[src/rtl/fetch_redirect_if.sv]
// rtl/fetch_redirect_if.sv - fetch-side bus: ID stall/redirect in, imem address out, IF/ID register out
interface fetch_redirect_if #(
    parameter int PC_W = 16
);
    logic            stall;
    logic            br_valid;
    logic [PC_W-1:0] br_target;
    logic [PC_W-1:0] instr_in;
    logic [PC_W-1:0] pc_out;
    logic [PC_W-1:0] instr_IFID;
    logic [PC_W-1:0] pc_IFID;
    logic            valid_out_IFID;
    logic            redirect;

    modport master (
        input  stall, br_valid, br_target, instr_in,
        output pc_out, instr_IFID, pc_IFID, valid_out_IFID, redirect
    );

    modport slave (
        output stall, br_valid, br_target, instr_in,
        input  pc_out, instr_IFID, pc_IFID, valid_out_IFID, redirect
    );
endinterface

[src/rtl/fetch_redirect.sv]
// rtl/fetch_redirect.sv - PC, synchronous imem addressing and IF/ID register with stall skid and redirect flush
module fetch_redirect #(
    parameter int              PC_W     = 16,
    parameter logic [PC_W-1:0] RESET_PC = '0
) (
    input  logic               clk,
    input  logic               rst_n,
    fetch_redirect_if.master   bus
);
    typedef enum logic {RUN, FLUSH} state_t;

    state_t          state;
    logic [PC_W-1:0] pc_q;
    logic [PC_W-1:0] pc_d1;
    logic            d1_valid;
    logic [PC_W-1:0] hold_instr;
    logic            hold_valid;
    logic [PC_W-1:0] instr_q;
    logic [PC_W-1:0] pc_ifid_q;
    logic            valid_q;
    logic            redirect_q;
    logic            accept;

    // Only a valid ID instruction may redirect, which also rules out back-to-back redirects.
    assign accept = (state == RUN) && !bus.stall && bus.br_valid && valid_q;

    assign bus.pc_out         = pc_q;
    assign bus.instr_IFID     = instr_q;
    assign bus.pc_IFID        = pc_ifid_q;
    assign bus.valid_out_IFID = valid_q;
    assign bus.redirect       = redirect_q;

    always_ff @(posedge clk) begin
        if (!rst_n) begin
            pc_q       <= RESET_PC;
            pc_d1      <= RESET_PC;
            d1_valid   <= 1'b0;
            instr_q    <= '0;
            pc_ifid_q  <= '0;
            valid_q    <= 1'b0;
            hold_instr <= '0;
            hold_valid <= 1'b0;
            redirect_q <= 1'b0;
            state      <= RUN;
        end else if (state == FLUSH) begin
            // The word arriving now was fetched from the old path; retire it as a bubble.
            instr_q    <= bus.instr_in;
            pc_ifid_q  <= pc_d1;
            valid_q    <= 1'b0;
            pc_d1      <= pc_q;
            d1_valid   <= 1'b1;
            pc_q       <= pc_q + PC_W'(1);
            hold_valid <= 1'b0;
            redirect_q <= 1'b0;
            state      <= RUN;
        end else if (bus.stall) begin
            redirect_q <= 1'b0;
            // Capture only the first returned word; later reads repeat the frozen address.
            if (!hold_valid) begin
                hold_instr <= bus.instr_in;
                hold_valid <= 1'b1;
            end
        end else if (accept) begin
            pc_q       <= bus.br_target;
            valid_q    <= 1'b0;
            d1_valid   <= 1'b0;
            hold_valid <= 1'b0;
            redirect_q <= 1'b1;
            state      <= FLUSH;
        end else begin
            instr_q    <= hold_valid ? hold_instr : bus.instr_in;
            pc_ifid_q  <= pc_d1;
            valid_q    <= d1_valid;
            pc_d1      <= pc_q;
            d1_valid   <= 1'b1;
            pc_q       <= pc_q + PC_W'(1);
            hold_valid <= 1'b0;
            redirect_q <= 1'b0;
        end
    end
endmodule

[src/flat_wrapper.sv]
// flat-port wrapper written by rule: the top's interface ports become plain ports
module fetch_redirect_flat 
#(
    parameter int              PC_W     = 16,
    parameter logic [PC_W-1:0] RESET_PC = '0
)
  (clk, rst_n, bus_stall, bus_br_valid, bus_br_target, bus_instr_in, bus_pc_out, bus_instr_IFID, bus_pc_IFID, bus_valid_out_IFID, bus_redirect);
  fetch_redirect_if #(.PC_W(PC_W)) bus_i ();
  input  logic clk;
  input  logic rst_n;
  input wire logic [$bits(bus_i.stall)-1:0] bus_stall;
  input wire logic [$bits(bus_i.br_valid)-1:0] bus_br_valid;
  input wire logic [$bits(bus_i.br_target)-1:0] bus_br_target;
  input wire logic [$bits(bus_i.instr_in)-1:0] bus_instr_in;
  output wire logic [$bits(bus_i.pc_out)-1:0] bus_pc_out;
  output wire logic [$bits(bus_i.instr_IFID)-1:0] bus_instr_IFID;
  output wire logic [$bits(bus_i.pc_IFID)-1:0] bus_pc_IFID;
  output wire logic [$bits(bus_i.valid_out_IFID)-1:0] bus_valid_out_IFID;
  output wire logic [$bits(bus_i.redirect)-1:0] bus_redirect;
  assign bus_i.stall = bus_stall;
  assign bus_i.br_valid = bus_br_valid;
  assign bus_i.br_target = bus_br_target;
  assign bus_i.instr_in = bus_instr_in;
  assign bus_pc_out = bus_i.pc_out;
  assign bus_instr_IFID = bus_i.instr_IFID;
  assign bus_pc_IFID = bus_i.pc_IFID;
  assign bus_valid_out_IFID = bus_i.valid_out_IFID;
  assign bus_redirect = bus_i.redirect;
  fetch_redirect #(.PC_W(PC_W), .RESET_PC(RESET_PC)) u_core (.clk(clk), .rst_n(rst_n), .bus(bus_i));
endmodule
[config.mk]
export PLATFORM = sky130hd
export DESIGN_NAME = fetch_redirect_flat
export DESIGN_NICKNAME = d
export VERILOG_FILES = /design/src/rtl/fetch_redirect_if.sv /design/src/rtl/fetch_redirect.sv /design/src/flat_wrapper.sv
export SDC_FILE = /design/constraint.sdc
export NUM_CORES = 1
export LEC_CHECK = 0
export ABC_AREA = 1
export CORE_MARGIN = 2
export CORE_UTILIZATION = 48
export CTS_BUF_LIST = sky130_fd_sc_hd__clkbuf_8
export DETAILED_ROUTE_END_ITERATION = 16
export PLACE_DENSITY = 0.85
export SLEW_MARGIN = 10
export SYNTH_ARGS = -nofsm -noshare
export SYNTH_HDL_FRONTEND = slang
export SYNTH_SLANG_ARGS = --single-unit
export TNS_END_PERCENT = 20
[constraint.sdc]
create_clock -name clk -period 1.65 [get_ports clk]
set_input_delay 0.33 -clock clk [delete_from_list [all_inputs] [get_ports clk]]
set_output_delay 0.33 -clock clk [all_outputs]
set_load 0.03 [all_outputs]
---- Word-level counts from Yosys, hierarchy flattened ----
Cells that the tools add are included.
cells by class
  add/subtract/negate cells ............... 1
  multiplexer cells ....................... 19
  equality and inequality tests ........... 2
  bitwise operators ....................... 2
  reduce and logical (&&, ||, !) cells .... 8
operators by type and width
  operator                                                                  count
  16-bit two-way mux                                                        13
  16-bit by 1-bit adder with 16-bit output (second input constant)          1
  1-bit two-way mux                                                         6
  2-bit by 1-bit inequality test with 1-bit output (second input constant)  2
  2-bit AND reduction                                                       2
  1-bit logical AND                                                         3
  3-bit OR reduction                                                        1
  1-bit inverter                                                            2
  2-bit OR reduction                                                        1
  1-bit zero test                                                           1
word-level totals
  input bits .............................. 36
  flip-flop bits (word level) ............. 84
  output and inout port bits .............. 50

---- Depth between registers and ports, before layout ----
  depth after elaboration ................. 7
  gate-level depth with buffers ........... 9
  gate-level depth less buffers ........... 8

---- Least setup slack after synthesis ----
No wires, ideal clock.
  kind .................................... reg-to-reg
  start ................................... register u_core.pc_q[1], in the netlist u_core.bus.pc_out[1]
  end ..................................... register u_core.pc_q[8], in the netlist u_core.bus.pc_out[8]
  slack ................................... 113 ps
  buffers on the path ..................... 0
  cell stages (with the launch flop) ...... 9
  data arrival time ....................... 1,415 ps
  data required time ...................... 1,527 ps
  library setup time ...................... 123 ps
  path through ............................ dfxtp_1 > ha_1 > nand3_1 > nor2_4 > nand2_1 > nand2_1 > nand2_1 > nor2_1 > o21ai_0
between the ends
  cells in the longest elaborated chain, start to end .. 4
RTL lines
  item                                          line                                        text
  from (decl)                                   fetch_redirect.sv:13                        logic [PC_W-1:0] pc_q;
  from (signal assigned)                        fetch_redirect.sv:52                        pc_q <= pc_q + PC_W'(1);
  from (signal assigned)                        fetch_redirect.sv:64                        pc_q <= bus.br_target;
  from (signal assigned)                        fetch_redirect.sv:76                        pc_q <= pc_q + PC_W'(1);
  16-bit by 1-bit adder with 16-bit output (*)  fetch_redirect.sv:52, fetch_redirect.sv:76
  16-bit two-way mux                            fetch_redirect.sv:63                        end else if (accept) begin
  16-bit two-way mux                            fetch_redirect.sv:56                        end else if (bus.stall) begin
  16-bit two-way mux (*)                        fetch_redirect.sv:45                        end else if (state == FLUSH) begin
Mark *: on every way between the ends. The rest lies on a longest branch, timed or not. The select of a mux whose other input is x is not followed.
A chain may end at the register's enable or synchronous reset.

---- Worst setup path after layout ----
  start ................................... register u_core.pc_q[7], in the netlist u_core.bus.pc_out[7]
  end ..................................... output port bus_pc_out[7]
RTL lines
  item       line                text
  to (decl)  flat_wrapper.sv:15  output wire logic [$bits(bus_i.pc_out)-1:0] bus_pc_out;
No word-level cell between the ends.

==> metrics.log <==
INFO  metric run_status = completed
INFO  metric cts_max_path_buffers = 2
INFO  metric worst-path-stages = 1
INFO  metric fin_nets = 617
INFO  metric synthesis.nets = 528
INFO  metric post_synth_instance_area = 0.00365 mm2
INFO  metric first_iter_violations = 168
INFO  metric finalSetupViolations = 0
INFO  metric synthCells = 491
INFO  metric crit_family = flip-flops
INFO  metric ctsRootBufferMaster = sky130_fd_sc_hd__clkbuf_8
INFO  metric die_h = 91.2 um
INFO  metric number_of_violations_of_the_max_capacitance_limit = 0
INFO  metric grt_max_degree = 62
INFO  metric timing.reg2reg.worst_path_depth = 8
INFO  metric crit_fanout = 6
INFO  metric ctsResizeCount = 49
INFO  metric stdcell_area = 0.00478 mm2
INFO  metric synthesis.area_per_instance = 7.44 um2
INFO  metric worstPathCellList = dlygate4sd2_1
INFO  metric layout_min_cycle_time = 1.58 ns
INFO  metric vias_per_cell = 5.23
INFO  metric port_buffers = 85
INFO  metric postSynth.topFlopCell = sky130_fd_sc_hd__dfxtp_1
INFO  metric synthArstFlopShare = 0%
INFO  metric routed_wire_length_per_instance = 13.3 um
INFO  metric first_global_vias = 3305
INFO  metric numClockSinks = 84
INFO  metric stdcell_count = 684
INFO  metric number_of_post_cts_setup_repair_buffers = 0
INFO  metric drt-met1-wl = 4160 um
INFO  metric critPathKind = register to primary output
INFO  metric detailroute.wirelength.met3 = 576 um
INFO  metric count_of_hold_fix_buffers_inserted_at_cts = 0
INFO  metric initial_core_util = 50.1%
INFO  metric yosys_register_bits = 84
INFO  metric p_leak = 0.00208 uW
INFO  metric ctsHtreeMaxLevel = 3
INFO  metric drt_drc_violations_left = 0
INFO  metric worstSkewPairLatency = 0.35 ns
INFO  metric cts_tree = done
INFO  metric final_antenna_net_count = 0
INFO  metric dr.max_layer_used = met4
INFO  metric finalHoldViolations = 0
INFO  metric place_inst = 668
INFO  metric yosysWarningCount = 0
INFO  metric worst_r2r_setup_slack = 0.18 ns
INFO  metric grt_use_total = 22.1%
INFO  metric critPathBufInv = 1
INFO  metric setup.worst_path.start_class = register
INFO  metric post-layout-total-power = 4440 uW
INFO  metric synth.distinct_cells = 27
INFO  metric globalRouteOverflowTotal = 0
INFO  metric worst_setup_hold_path_clk_slew = 0.09 ns
INFO  metric die_w = 91.2 um
INFO  metric pin_count = 86
INFO  metric crit_end = bus_pc_out[7]
INFO  metric initial_antenna_violation_count = 0
INFO  metric layout_worst_path_cycle_share = 95.9%
INFO  metric crit_path_top_delay_cell = sky130_fd_sc_hd__dfxtp_1
INFO  metric maxClockFrequency = 0.632 GHz
INFO  metric wirelength = 9100 um
INFO  metric gp_congestion = 0.898
INFO  metric detailroute.wirelength.met2 = 4240 um
INFO  metric synth_seq_area_share = 46.0%
INFO  metric antenna_cells_inserted = 0
INFO  metric detailroute.via_count = 3578
INFO  metric power.density_cell_area = 929 mW/mm2
INFO  metric setup_repair_after_global_routing_missed_its_margin = false
INFO  metric r2r-start = u_core.bus.pc_out[2]$_SDFFE_PN0N_
INFO  metric dr.pass1.iters = 5
INFO  metric cpPeakStageDelay = 0.46 ns
INFO  metric drive_above_1_share = 9.23%
INFO  metric cts_inserted_buffers = 9
INFO  metric maxSlewHeadroom = 74.8%
INFO  metric core = 0.00729 mm2
INFO  metric timing.final.max_slew_violations = 0
INFO  metric crit_path_start = u_core.bus.pc_out[7]$_SDFFE_PN0N_
INFO  metric synth_enable_flop_cells = 0
INFO  metric area_delta_synth_final = 31.0%
INFO  metric detailed_place.area = 0.00464 mm2
INFO  metric worst_ir_drop_vdd = 0.000430 V
INFO  metric crit_required = 1.32 ns
INFO  metric timing.critical_path.to_type = primary output
INFO  metric destination_of_the_worst_register_to_register_timing_path = u_core.bus.pc_out[9]$_SDFFE_PN0N_
INFO  metric worstMarginPinSlew = 0.378 ns
INFO  metric holdCritPathClass = register to register
INFO  metric dpl.hpwl = 6470 um
INFO  metric timing.critical_path.arrival = 1.25 ns
INFO  metric fin_worst_skew = 0.00905 ns
INFO  metric wire_length_of_the_first_global_routing_pass = 15000 um
INFO  metric core.rowCount = 31
INFO  metric design.die.area = 0.00832 mm2
==> per-stage QoR <==
stage                     setup slack (ns)  hold slack (ns)  utilization (%)  TNS, ns
after floorplan                      0.113            0.431                -        0
after global placement              -0.163            0.451             63.7    -7.38
after detailed placement            -0.254            0.469             63.7    -9.44
after CTS                           0.0654            0.487             65.6        0
after global routing                0.0296            0.508             65.6        0
final                               0.0682            0.479             65.6        0
==> worst min-delay path, cell delays in order, from the launching register on <==
cell and delay, ns:
sky130_fd_sc_hd__dfxtp_1 0.33, sky130_fd_sc_hd__nor2_1 0.04, sky130_fd_sc_hd__nor2_1 0.08
==> worst min path at each step <==
stage	startpoint	to	depth (start not counted)
finish	u_core.bus.pc_IFID[10]$_SDFFE_PN0P_	u_core.bus.pc_IFID[10]$_SDFFE_PN0P_	2
global placement	u_core.pc_d1[0]$_SDFFE_PN0P_	u_core.bus.pc_IFID[0]$_SDFFE_PN0P_	2
floorplan	u_core.pc_d1[0]$_SDFFE_PN0P_	u_core.bus.pc_IFID[0]$_SDFFE_PN0P_	2
detailed placement	u_core.pc_d1[1]$_SDFFE_PN0P_	u_core.pc_d1[1]$_SDFFE_PN0P_	2
CTS	u_core.bus.pc_IFID[12]$_SDFFE_PN0P_	u_core.bus.pc_IFID[12]$_SDFFE_PN0P_	2
global route	u_core.hold_instr[2]$_SDFFE_PN0P_	u_core.hold_instr[2]$_SDFFE_PN0P_	2
==> Yosys cell counts (5+ instances only) <==
cell type	count	share of area, %
sky130_fd_sc_hd__buf_6	7	2.2
sky130_fd_sc_hd__clkbuf_1	9	0.92
sky130_fd_sc_hd__a21oi_1	20	2.7
sky130_fd_sc_hd__nand2_1	63	6.5
sky130_fd_sc_hd__nand3_1	19	2.6
sky130_fd_sc_hd__o21ai_0	85	12
sky130_fd_sc_hd__inv_2	5	0.51
sky130_fd_sc_hd__o21ai_1	9	1.2
sky130_fd_sc_hd__inv_1	41	4.2
sky130_fd_sc_hd__buf_2	10	1.4
sky130_fd_sc_hd__a211oi_1	18	3.7
sky130_fd_sc_hd__o22ai_1	19	3.3
sky130_fd_sc_hd__nor2_1	84	8.6
sky130_fd_sc_hd__dfxtp_1	84	46
==> routing by layer <==
layer,global-route usage [%],vias up
li1,-,1812
met1,28.8,1632
met2,37.1,122
met3,4.56,12
met4,6.57,0
met5,0,-
==> cells in the final DEF (no fill, tap or decap), drive strengths merged <==
cell / n
nor2: 89
clkbuf: 9
bufinv: 1
a21oi: 20
nand3: 20
dlygate4sd2: 49
dfxtp: 84
ha: 1
or2: 2
a211oi: 18
clkinvlp: 1
o22ai: 19
nand2: 65
nor3: 1
clkinv: 2
nand4: 2
inv: 51
o21ai: 94
clkdlybuf4s50: 35
buf: 22
==> power by group <==
part / switching, uW / leakage [uW] / internal [uW]
Sequential: 63.5 / 0.000692 / 2150
Clock: 781 / 0.000100 / 711
Combinational: 443 / 0.00129 / 292
==> state kept, by name (all words and copies together), names as in the netlist <==
name                       count
u_core.hold_instr             16
u_core.d1_valid                1
u_core.bus.valid_out_IFID      1
u_core.bus.pc_IFID            16
u_core.bus.redirect            1
u_core.hold_valid              1
u_core.bus.pc_out             16
u_core.bus.instr_IFID         16
u_core.pc_d1                  16
==> layout make-up <==
cell class,count,area [um2]
multi-input cells,331,1610
clock buffers,9,124
fillers,657,2510
inverters,48,188
flip-flops and latches,84,1680
repair buffers,106,982
clock inverters,7,73.8
well taps,99,124
==> cell families (layout without fill, tap and decap cells) <==
group | count (synthesis) | in the layout | synth area share [%]
buffers and inverters | 76 | 170 | 9.87
AND/OR/NAND/NOR | 179 | 179 | 21.2
AO/OA/AOI/OAI | 151 | 151 | 22.6
adder cells (fa/ha/maj) | 1 | 1 | 0.343
flip-flops | 84 | 84 | 46.0
Power figures use the tool's default switching activity.
